--- src/rtl/ray_tri_sequencer_if.sv ---
// Ray/triangle sequencer bus: ray FIFO read side, triangle memory port, intersection FIFO write side.
// Latency: none, signal bundle only; triangle memory data is expected one cycle after tri_addr.
// Backpressure: out_full stalls the sequencer; in_empty (first-word fall-through) gates ray pops.
interface ray_tri_sequencer_if #(
    parameter int D_BITS = 32,
    parameter int M_BITS = 12
);
    // ray FIFO (first-word fall-through)
    logic                     in_empty;
    logic                     in_rd_en;
    logic [2:0][D_BITS-1:0]   ray_origin;
    logic [2:0][D_BITS-1:0]   ray_dir;
    logic                     ray_last;

    // triangle memory
    logic [M_BITS-1:0]        tri_addr;
    logic [2:0][D_BITS-1:0]   tri_v0;
    logic [2:0][D_BITS-1:0]   tri_v1;
    logic [2:0][D_BITS-1:0]   tri_v2;

    // intersection input FIFO
    logic                     out_full;
    logic                     out_wr_en;
    logic [2:0][D_BITS-1:0]   out_origin;
    logic [2:0][D_BITS-1:0]   out_dir;
    logic [2:0][D_BITS-1:0]   out_v0;
    logic [2:0][D_BITS-1:0]   out_v1;
    logic [2:0][D_BITS-1:0]   out_v2;
    logic [M_BITS-1:0]        out_triangle_ID;
    logic                     out_dummy;

    // sequencer side
    modport master (
        input  in_empty, ray_origin, ray_dir, ray_last,
        input  tri_v0, tri_v1, tri_v2,
        input  out_full,
        output in_rd_en, tri_addr,
        output out_wr_en, out_origin, out_dir, out_v0, out_v1, out_v2,
        output out_triangle_ID, out_dummy
    );

    // environment side (FIFOs and triangle memory)
    modport slave (
        output in_empty, ray_origin, ray_dir, ray_last,
        output tri_v0, tri_v1, tri_v2,
        output out_full,
        input  in_rd_en, tri_addr,
        input  out_wr_en, out_origin, out_dir, out_v0, out_v1, out_v2,
        input  out_triangle_ID, out_dummy
    );
endinterface

--- src/rtl/ray_tri_sequencer.sv ---
// Pops one ray, fetches triangles 0..NUM_TRI-1 and writes one {ray, triangle, ID} record each.
// Latency: 3 cycles per triangle unstalled (FETCH, EMIT, ADV); ray pop adds IDLE+LATCH.
// Backpressure: out_full holds the FSM in EMIT/FLUSH; no write is issued while full. Macro RAY_TRI_SEQ_FLUSH_EN adds the dummy flush record after a last ray.
module ray_tri_sequencer #(
    parameter int D_BITS   = 32,
    parameter int M_BITS   = 12,
    parameter int NUM_TRI  = 16,
    parameter int RAY_BITS = 16
) (
    input  logic                 clock,
    input  logic                 reset,
    ray_tri_sequencer_if.master  bus,
    output logic                 busy,
    output logic [RAY_BITS-1:0]  ray_count
);

    localparam logic [M_BITS-1:0] LAST_ID = M_BITS'(NUM_TRI - 1);

    typedef enum logic [2:0] {
        S_IDLE,
        S_LATCH,
        S_FETCH,
        S_EMIT,
        S_ADV,
        S_DONE
`ifdef RAY_TRI_SEQ_FLUSH_EN
        , S_FLUSH
`endif
    } state_t;

    state_t                  state;
    logic                    in_rd_en_q;
    logic                    out_wr_en_q;
    logic [M_BITS-1:0]       id_q;
    logic [M_BITS-1:0]       tri_addr_q;
    logic [2:0][D_BITS-1:0]  origin_q;
    logic [2:0][D_BITS-1:0]  dir_q;
    logic [2:0][D_BITS-1:0]  v0_q;
    logic [2:0][D_BITS-1:0]  v1_q;
    logic [2:0][D_BITS-1:0]  v2_q;
    logic [M_BITS-1:0]       tri_id_q;
`ifdef RAY_TRI_SEQ_FLUSH_EN
    logic                    last_q;
    logic                    dummy_q;
`endif

    // Sequencer FSM: one ray in flight, one triangle record per FETCH/EMIT/ADV round.
    always_ff @(posedge clock or posedge reset) begin
        if (reset) begin
            state       <= S_IDLE;
            in_rd_en_q  <= 1'b0;
            out_wr_en_q <= 1'b0;
            id_q        <= '0;
            tri_addr_q  <= '0;
            origin_q    <= '0;
            dir_q       <= '0;
            v0_q        <= '0;
            v1_q        <= '0;
            v2_q        <= '0;
            tri_id_q    <= '0;
            ray_count   <= '0;
`ifdef RAY_TRI_SEQ_FLUSH_EN
            last_q      <= 1'b0;
            dummy_q     <= 1'b0;
`endif
        end else begin
            // both strobes are single-cycle pulses unless re-armed below
            in_rd_en_q  <= 1'b0;
            out_wr_en_q <= 1'b0;
            case (state)
                S_IDLE: begin
                    if (!bus.in_empty) begin
                        in_rd_en_q <= 1'b1;
                        state      <= S_LATCH;
                    end
                end
                S_LATCH: begin
                    // FWFT head is still the popped ray on this edge
                    origin_q   <= bus.ray_origin;
                    dir_q      <= bus.ray_dir;
`ifdef RAY_TRI_SEQ_FLUSH_EN
                    last_q     <= bus.ray_last;
`endif
                    id_q       <= '0;
                    tri_addr_q <= '0;
                    state      <= S_FETCH;
                end
                S_FETCH: begin
                    // memory read latency of one cycle
                    state <= S_EMIT;
                end
                S_EMIT: begin
                    // re-registered every stalled cycle; address is unchanged so data is too
                    v0_q     <= bus.tri_v0;
                    v1_q     <= bus.tri_v1;
                    v2_q     <= bus.tri_v2;
                    tri_id_q <= id_q;
`ifdef RAY_TRI_SEQ_FLUSH_EN
                    dummy_q  <= 1'b0;
`endif
                    if (!bus.out_full) begin
                        out_wr_en_q <= 1'b1;
                        state       <= S_ADV;
                    end
                end
                S_ADV: begin
                    if (id_q == LAST_ID) begin
                        ray_count <= ray_count + 1'b1;
                        state     <= S_DONE;
                    end else begin
                        id_q       <= id_q + 1'b1;
                        tri_addr_q <= id_q + 1'b1;
                        state      <= S_FETCH;
                    end
                end
                S_DONE: begin
`ifdef RAY_TRI_SEQ_FLUSH_EN
                    state <= last_q ? S_FLUSH : S_IDLE;
`else
                    state <= S_IDLE;
`endif
                end
`ifdef RAY_TRI_SEQ_FLUSH_EN
                S_FLUSH: begin
                    // ID 0 terminator makes the accumulator emit the frame's last result
                    if (!bus.out_full) begin
                        out_wr_en_q <= 1'b1;
                        tri_id_q    <= '0;
                        dummy_q     <= 1'b1;
                        dir_q       <= '0;
                        v0_q        <= '0;
                        v1_q        <= '0;
                        v2_q        <= '0;
                        state       <= S_IDLE;
                    end
                end
`endif
                default: begin
                    state <= S_IDLE;
                end
            endcase
        end
    end

    // Interface drive from the registered state
    assign bus.in_rd_en        = in_rd_en_q;
    assign bus.tri_addr        = tri_addr_q;
    assign bus.out_wr_en       = out_wr_en_q;
    assign bus.out_origin      = origin_q;
    assign bus.out_dir         = dir_q;
    assign bus.out_v0          = v0_q;
    assign bus.out_v1          = v1_q;
    assign bus.out_v2          = v2_q;
    assign bus.out_triangle_ID = tri_id_q;
`ifdef RAY_TRI_SEQ_FLUSH_EN
    assign bus.out_dummy       = dummy_q;
`else
    assign bus.out_dummy       = 1'b0;
`endif

    assign busy = (state != S_IDLE);

endmodule

--- src/flat_wrapper.sv ---
// flat-port wrapper written by rule: the top's interface ports become plain ports
module ray_tri_sequencer_flat 
#(
    parameter int D_BITS   = 32,
    parameter int M_BITS   = 12,
    parameter int NUM_TRI  = 16,
    parameter int RAY_BITS = 16
)
  (clock, reset, busy, ray_count, bus_in_empty, bus_ray_origin, bus_ray_dir, bus_ray_last, bus_tri_v0, bus_tri_v1, bus_tri_v2, bus_out_full, bus_in_rd_en, bus_tri_addr, bus_out_wr_en, bus_out_origin, bus_out_dir, bus_out_v0, bus_out_v1, bus_out_v2, bus_out_triangle_ID, bus_out_dummy);
  ray_tri_sequencer_if #(.D_BITS(D_BITS), .M_BITS(M_BITS)) bus_i ();
  input  logic clock;
  input  logic reset;
  output logic busy;
  output logic [RAY_BITS-1:0] ray_count;
  input wire logic [$bits(bus_i.in_empty)-1:0] bus_in_empty;
  input wire logic [$bits(bus_i.ray_origin)-1:0] bus_ray_origin;
  input wire logic [$bits(bus_i.ray_dir)-1:0] bus_ray_dir;
  input wire logic [$bits(bus_i.ray_last)-1:0] bus_ray_last;
  input wire logic [$bits(bus_i.tri_v0)-1:0] bus_tri_v0;
  input wire logic [$bits(bus_i.tri_v1)-1:0] bus_tri_v1;
  input wire logic [$bits(bus_i.tri_v2)-1:0] bus_tri_v2;
  input wire logic [$bits(bus_i.out_full)-1:0] bus_out_full;
  output wire logic [$bits(bus_i.in_rd_en)-1:0] bus_in_rd_en;
  output wire logic [$bits(bus_i.tri_addr)-1:0] bus_tri_addr;
  output wire logic [$bits(bus_i.out_wr_en)-1:0] bus_out_wr_en;
  output wire logic [$bits(bus_i.out_origin)-1:0] bus_out_origin;
  output wire logic [$bits(bus_i.out_dir)-1:0] bus_out_dir;
  output wire logic [$bits(bus_i.out_v0)-1:0] bus_out_v0;
  output wire logic [$bits(bus_i.out_v1)-1:0] bus_out_v1;
  output wire logic [$bits(bus_i.out_v2)-1:0] bus_out_v2;
  output wire logic [$bits(bus_i.out_triangle_ID)-1:0] bus_out_triangle_ID;
  output wire logic [$bits(bus_i.out_dummy)-1:0] bus_out_dummy;
  assign bus_i.in_empty = bus_in_empty;
  assign bus_i.ray_origin = bus_ray_origin;
  assign bus_i.ray_dir = bus_ray_dir;
  assign bus_i.ray_last = bus_ray_last;
  assign bus_i.tri_v0 = bus_tri_v0;
  assign bus_i.tri_v1 = bus_tri_v1;
  assign bus_i.tri_v2 = bus_tri_v2;
  assign bus_i.out_full = bus_out_full;
  assign bus_in_rd_en = bus_i.in_rd_en;
  assign bus_tri_addr = bus_i.tri_addr;
  assign bus_out_wr_en = bus_i.out_wr_en;
  assign bus_out_origin = bus_i.out_origin;
  assign bus_out_dir = bus_i.out_dir;
  assign bus_out_v0 = bus_i.out_v0;
  assign bus_out_v1 = bus_i.out_v1;
  assign bus_out_v2 = bus_i.out_v2;
  assign bus_out_triangle_ID = bus_i.out_triangle_ID;
  assign bus_out_dummy = bus_i.out_dummy;
  ray_tri_sequencer #(.D_BITS(D_BITS), .M_BITS(M_BITS), .NUM_TRI(NUM_TRI), .RAY_BITS(RAY_BITS)) u_core (.clock(clock), .reset(reset), .bus(bus_i), .busy(busy), .ray_count(ray_count));
endmodule
--- config.mk ---
export PLATFORM = sky130hd
export DESIGN_NAME = ray_tri_sequencer_flat
export DESIGN_NICKNAME = d
export VERILOG_FILES = /design/src/rtl/ray_tri_sequencer_if.sv /design/src/rtl/ray_tri_sequencer.sv /design/src/flat_wrapper.sv
export SDC_FILE = /design/constraint.sdc
export NUM_CORES = 1
export LEC_CHECK = 0
export ABC_AREA = 1
export CAP_MARGIN = 20
export CORE_AREA = 2 2 398 400
export CTS_BUF_LIST = sky130_fd_sc_hd__clkbuf_4
export DETAILED_ROUTE_END_ITERATION = 7
export DIE_AREA = 0 0 400 402
export HOLD_SLACK_MARGIN = 0.06
export PLACE_DENSITY_LB_ADDON = 0.05
export SLEW_MARGIN = 20
export SYNTH_ARGS = -nofsm -noshare
export SYNTH_HDL_FRONTEND = slang
export SYNTH_SLANG_ARGS = --single-unit
--- constraint.sdc ---
create_clock -name clock -period 22.4 [get_ports clock]
set_clock_uncertainty 0.2 [all_clocks]
set_input_delay 4.48 -clock clock [delete_from_list [all_inputs] [get_ports clock]]
set_output_delay 4.48 -clock clock [all_outputs]
set_load 0.02 [all_outputs]
=== Word-level counts from Yosys, hierarchy flattened ===
Index checks and enable logic that the tools add are counted.

* Mux-type cells: 10
* Add/sub/neg operators: 2
* Reduce and logical (&&, ||, !) cells: 6
* Equality and inequality tests: 8

{| class="wikitable"
|+ Operator list
! operator !! number
|-
| $pmux 12 s2 || 1
|-
| $add 16x1->16 const B || 1
|-
| $pmux 3 s5 || 1
|-
| $add 12x1->12 const B || 1
|-
| $eq 12x4->1 const B || 1
|-
| $mux 12 || 1
|-
| $mux 3 || 3
|-
| $eq 3x2->1 const B || 2
|-
| $ne 2x2->1 const B || 3
|-
| $reduce_and 2->1 || 3
|-
| $mux 1 || 4
|-
| $eq 3x1->1 const B || 1
|-
| $eq 3x3->1 const B || 1
|-
| $logic_not 3->1 || 1
|-
| $reduce_bool 3->1 || 1
|-
| $reduce_bool 2->1 || 1
|}

* Register bits after elaboration: 525
* Logic and storage cells: 47

=== Depth between registers and ports, before layout ===
* Depth in word-level cells: 3
* Gate-level depth with buffers: 10
* Mapped depth without buffers: 10

=== Worst setup path before layout ===
OpenSTA, ideal clock, no wires.

* Kind: reg-to-output
* Start: reg u_core.state[0]
* End: out busy
* Cell stages (with the launch flop): 3
* Data arrival time: 737 ps
* Path buffers: 0
* Slack: 16983 ps
* Data required time: 17720 ps
* Path through: dfrtp_1 > nor2_1 > nand2_1

* Longest elaborated chain between the ends: 1

{| class="wikitable"
|+ RTL lines
! item !! RTL line !! text
|-
| start, declared || ray_tri_sequencer.sv:31 || <nowiki>state_t state;</nowiki>
|-
| start signal, assigned || ray_tri_sequencer.sv:50 || <nowiki>state <= S_IDLE;</nowiki>
|-
| start signal, assigned || ray_tri_sequencer.sv:74 || <nowiki>state <= S_LATCH;</nowiki>
|-
| start signal, assigned || ray_tri_sequencer.sv:86 || <nowiki>state <= S_FETCH;</nowiki>
|-
| $reduce_bool 3->1 || ray_tri_sequencer.sv:161 || <nowiki>assign busy = (state != S_IDLE);</nowiki>
|-
| end, declared || flat_wrapper.sv:13 || <nowiki>output logic busy;</nowiki>
|}

No other way between the ends.

==> impl_metrics.csv <==
group,metric,value,unit
logic_synthesis,ys_types,23,
logic_synthesis,ys_seq_area_frac,0.6494,
grt,antenna_found_initial,38,
power_and_ir_drop,ir_drop,0.00008760,V
critical_path,worstSetupEndpointType,"async pin",
logic_synthesis,syn_avg_cell_area,10.39,sq um
grt,grt_overflow,0,
status,status,"complete, no violations",
critical_path,path_common_cell,"buf_4",
clocking,cts_tree,"yes",
grt,grt_util_all_layers,0.1291,
logic_synthesis,synth_edf_count,0,
sta,rsz0062_at_grt,"no",
logic_synthesis,synth_largest_area_cell,"dfrtp_1",
grt,grt_max_degree,192,
floorplanning,die_x,400,um
floorplanning,ios,1009,
sta,max_freq,138.8,MHz
logic_synthesis,synthTopCellsByCount,"nand2_1 (981), dfrtp_1 (525), mux2_2 (192)",
critical_path,start_kind,"input pin",
power_and_ir_drop,p_leak,15.45,nW
logic_synthesis,syn_nets,2434,
logic_synthesis,yosys_register_bits,525,
clocking,htreeDepth,4,
clocking,cts_hold_buf,0,
final_layout,drive_gt1_frac,0.1533,
logic_synthesis,synthFlopType,"dfrtp_1",
logic_synthesis,yosysMostFrequentCell,"nand2_1",
sta,finalSetupViolCount,0,
critical_path,crit_fanout,132,
floorplanning,num_rows,146,
grt,first_global_vias,19070,
final_layout,nets,3538,
placement,numPortBuffers,1006,
logic_synthesis,ys_top_cells_by_area,"dfrtp_1 (65%), nand2_1 (18%), mux2_2 (11%)",
clocking,numCtsBuffers,176,
final_layout,final_area,0.03486,sq mm
floorplanning,core,0.1571,sq mm
clocking,clk_latency,1.05,ns
route,drc_errors,0,
sta,maxSlewViolCount,0,
route,vias,18040,
floorplanning,die_area,0.1608,sq mm
clocking,cts_sinks,525,
hold_path,hp-class,"reg2reg",
sta,hold_viol,0,
sta,fin_crit,7.203,ns
sta,worstMarginPinSlew,1.385,ns
route,finalWirelength,106.1,mm
floorplanning,initial_core_util,0.1288,
placement,dpl_cell_area,0.03260,sq mm
final_layout,multiInputGateArea,0.006506,sq mm
sta,maxSlewHeadroom,0.07639,
logic_synthesis,yosys_warnings,0,
route,dr.first_iter.drc_count,703,
sta,tns,0,ns
placement,post-place-cells,4945,
clocking,clockBufferDepth,3,
sta,layout_worst_path_cycle_share,0.3215,
route,vias_per_cell,3.433,
clocking,cts_resized,0,
route,ant_nets,0,
logic_synthesis,syn-cell-area,0.02023,sq mm
logic_synthesis,synth_cells,1947,
placement,routabilityCongestion,0.7863,
job,cap_violations,0,
route,post_drt_wl_per_cell,20.19,um
critical_path,crit_slowest_cell,"buf_4",
logic_synthesis,async_flop_share,1.000,
final_layout,num-fill-cells,17220,
critical_path,cp_cell_sequence,"clkdlybuf4s50_1 -> inv_8 -> buf_4 -> buf_4 -> buf_12",
power_and_ir_drop,power.density,154.4,mW/mm^2
critical_path,max_stage_delay,0.85,ns
final_layout,final_cell_count_no_fill,5253,
placement,dp.final_hpwl,79.76,mm
floorplanning,fp.dieH,402,um
route,firstDrtPassIters,5,
clocking,path_clk_slew,0.05,ns
logic_synthesis,synth_top_cell_area_share,0.6494,
clocking,post-cts-setup-buffer-count,0,
final_layout,regArea,0.01314,sq mm
clocking,cts_root_buf,"clkbuf_4",
critical_path,crit_arrival,8.07,ns
critical_path,criticalPathCategory,"in2async",
grt,grt_pass1_wl,146.6,mm
final_layout,syn_to_final_growth,72.31,%
critical_path,crit_required,23.26,ns
## report_power, final
part | switching, mW | internal (mW) | leakage [nW]
combinational | 1.50 | 1.18 | 7.72
sequential | 0.243 | 1.40 | 6.40
clock | 0.490 | 0.569 | 1.33
total | 2.23 | 3.15 | 15.4
## stage by stage
| stage | setup WS [ns] | hold WS [ns] | power, mW | utilization |
|---|---|---|---|---|
| 4_1_cts | 15.02 | 0.2719 | 5.555 | 0.2217 |
| 3_5_place_dp | 13.89 | 0.2572 | 4.424 | 0.2075 |
| 3_3_place_gp | 13.91 | 0.2551 | 4.406 | 0.2075 |
| 5_1_grt | 14.84 | 0.2881 | 5.773 | 0.2219 |
| 6_report | 15.20 | 0.2660 | 5.383 | 0.2219 |
| 2_1_floorplan | 3.052 | 0.3136 | 2.949 | - |
## routing by layer
layer / track usage / part of all wire / vias to the layer above
li1: - / - / 8448
met1: 0.1231 / 0.34 / 8611
met2: 0.2371 / 0.53 / 725
met3: 0.06175 / 0.10 / 221
met4: 0.04803 / 0.032 / 30
met5: 0 / 0.0018 / -
## registers in the layout (all words and copies together) (netlist names)
name	flops
u_core.bus.in_rd_en	1
u_core.bus.out_dir	96
u_core.bus.out_origin	96
u_core.bus.out_triangle_ID	12
u_core.bus.out_v0	96
u_core.bus.out_v1	96
u_core.bus.out_v2	96
u_core.bus.out_wr_en	1
u_core.id_q	12
u_core.ray_count	16
u_core.state	3
## logic make-up (layout without fill, tap and decap cells)
logic type | count (synthesis) | after routing | synth area share
compound gates | 24 | 24 | 0.005937
xor+xnor | 11 | 11 | 0.004762
fa+ha+maj | 2 | 2 | 0.001237
buf+inv | 129 | 1352 | 0.02963
flops | 525 | 525 | 0.6494
mux | 192 | 192 | 0.1069
other cells | 1 | 12 | 0.0001854
simple gates | 1063 | 1063 | 0.2019
## cells in the final DEF (no fill, tap or decap), types with 2 or more instances in the layout
cell type	Yosys	final
buf_12	0	3
buf_4	4	9
bufinv_16	0	4
clkbuf_4	0	258
clkdlybuf4s50_1	0	1006
clkinv_1	0	23
clkinv_2	0	2
clkinv_4	0	2
dfrtp_1	525	525
diode_2	0	11
ha_1	2	2
inv_1	34	33
inv_2	2	3
inv_6	0	3
inv_8	0	4
mux2_2	192	192
nand2_1	981	981
nand3_1	35	35
nand4_1	9	9
nor2_1	32	32
nor3_1	2	2
o21ai_0	23	23
xnor2_1	4	4
xor2_1	7	7
## final timing paths
kind                                        from                        end  slack, ns  cells past startpoint
min in group asynchronous                  reset      u_core.bus.out_dir[0]       3.65                      2
min reg2reg                u_core.bus.out_v1[95]      u_core.bus.out_v1[95]       0.27                      2
min                        u_core.bus.out_v1[95]      u_core.bus.out_v1[95]       0.27                      2
max reg2reg                      u_core.state[0]       u_core.bus.out_v0[2]      18.44                      7
max                                        reset  u_core.bus.out_origin[17]      15.20                      5
max in group clock               u_core.state[0]                       busy      15.28                      3
## cell type report
class                   instances  share of cell area
repair buffers               1019              0.2929
inverters                      36            0.004307
well taps                    2072             0.07437
diodes                         11           0.0007897
flip-flops and latches        525              0.3769
clock buffers                 258             0.05557
clock inverters                39            0.008543
multi-input cells            1293              0.1867
## worst max-delay path, delay by kind of cell
kind                   cells  cell delay [ns]
buffers and inverters      5             3.25
Note: power is estimated with default switching activity, not from simulation.
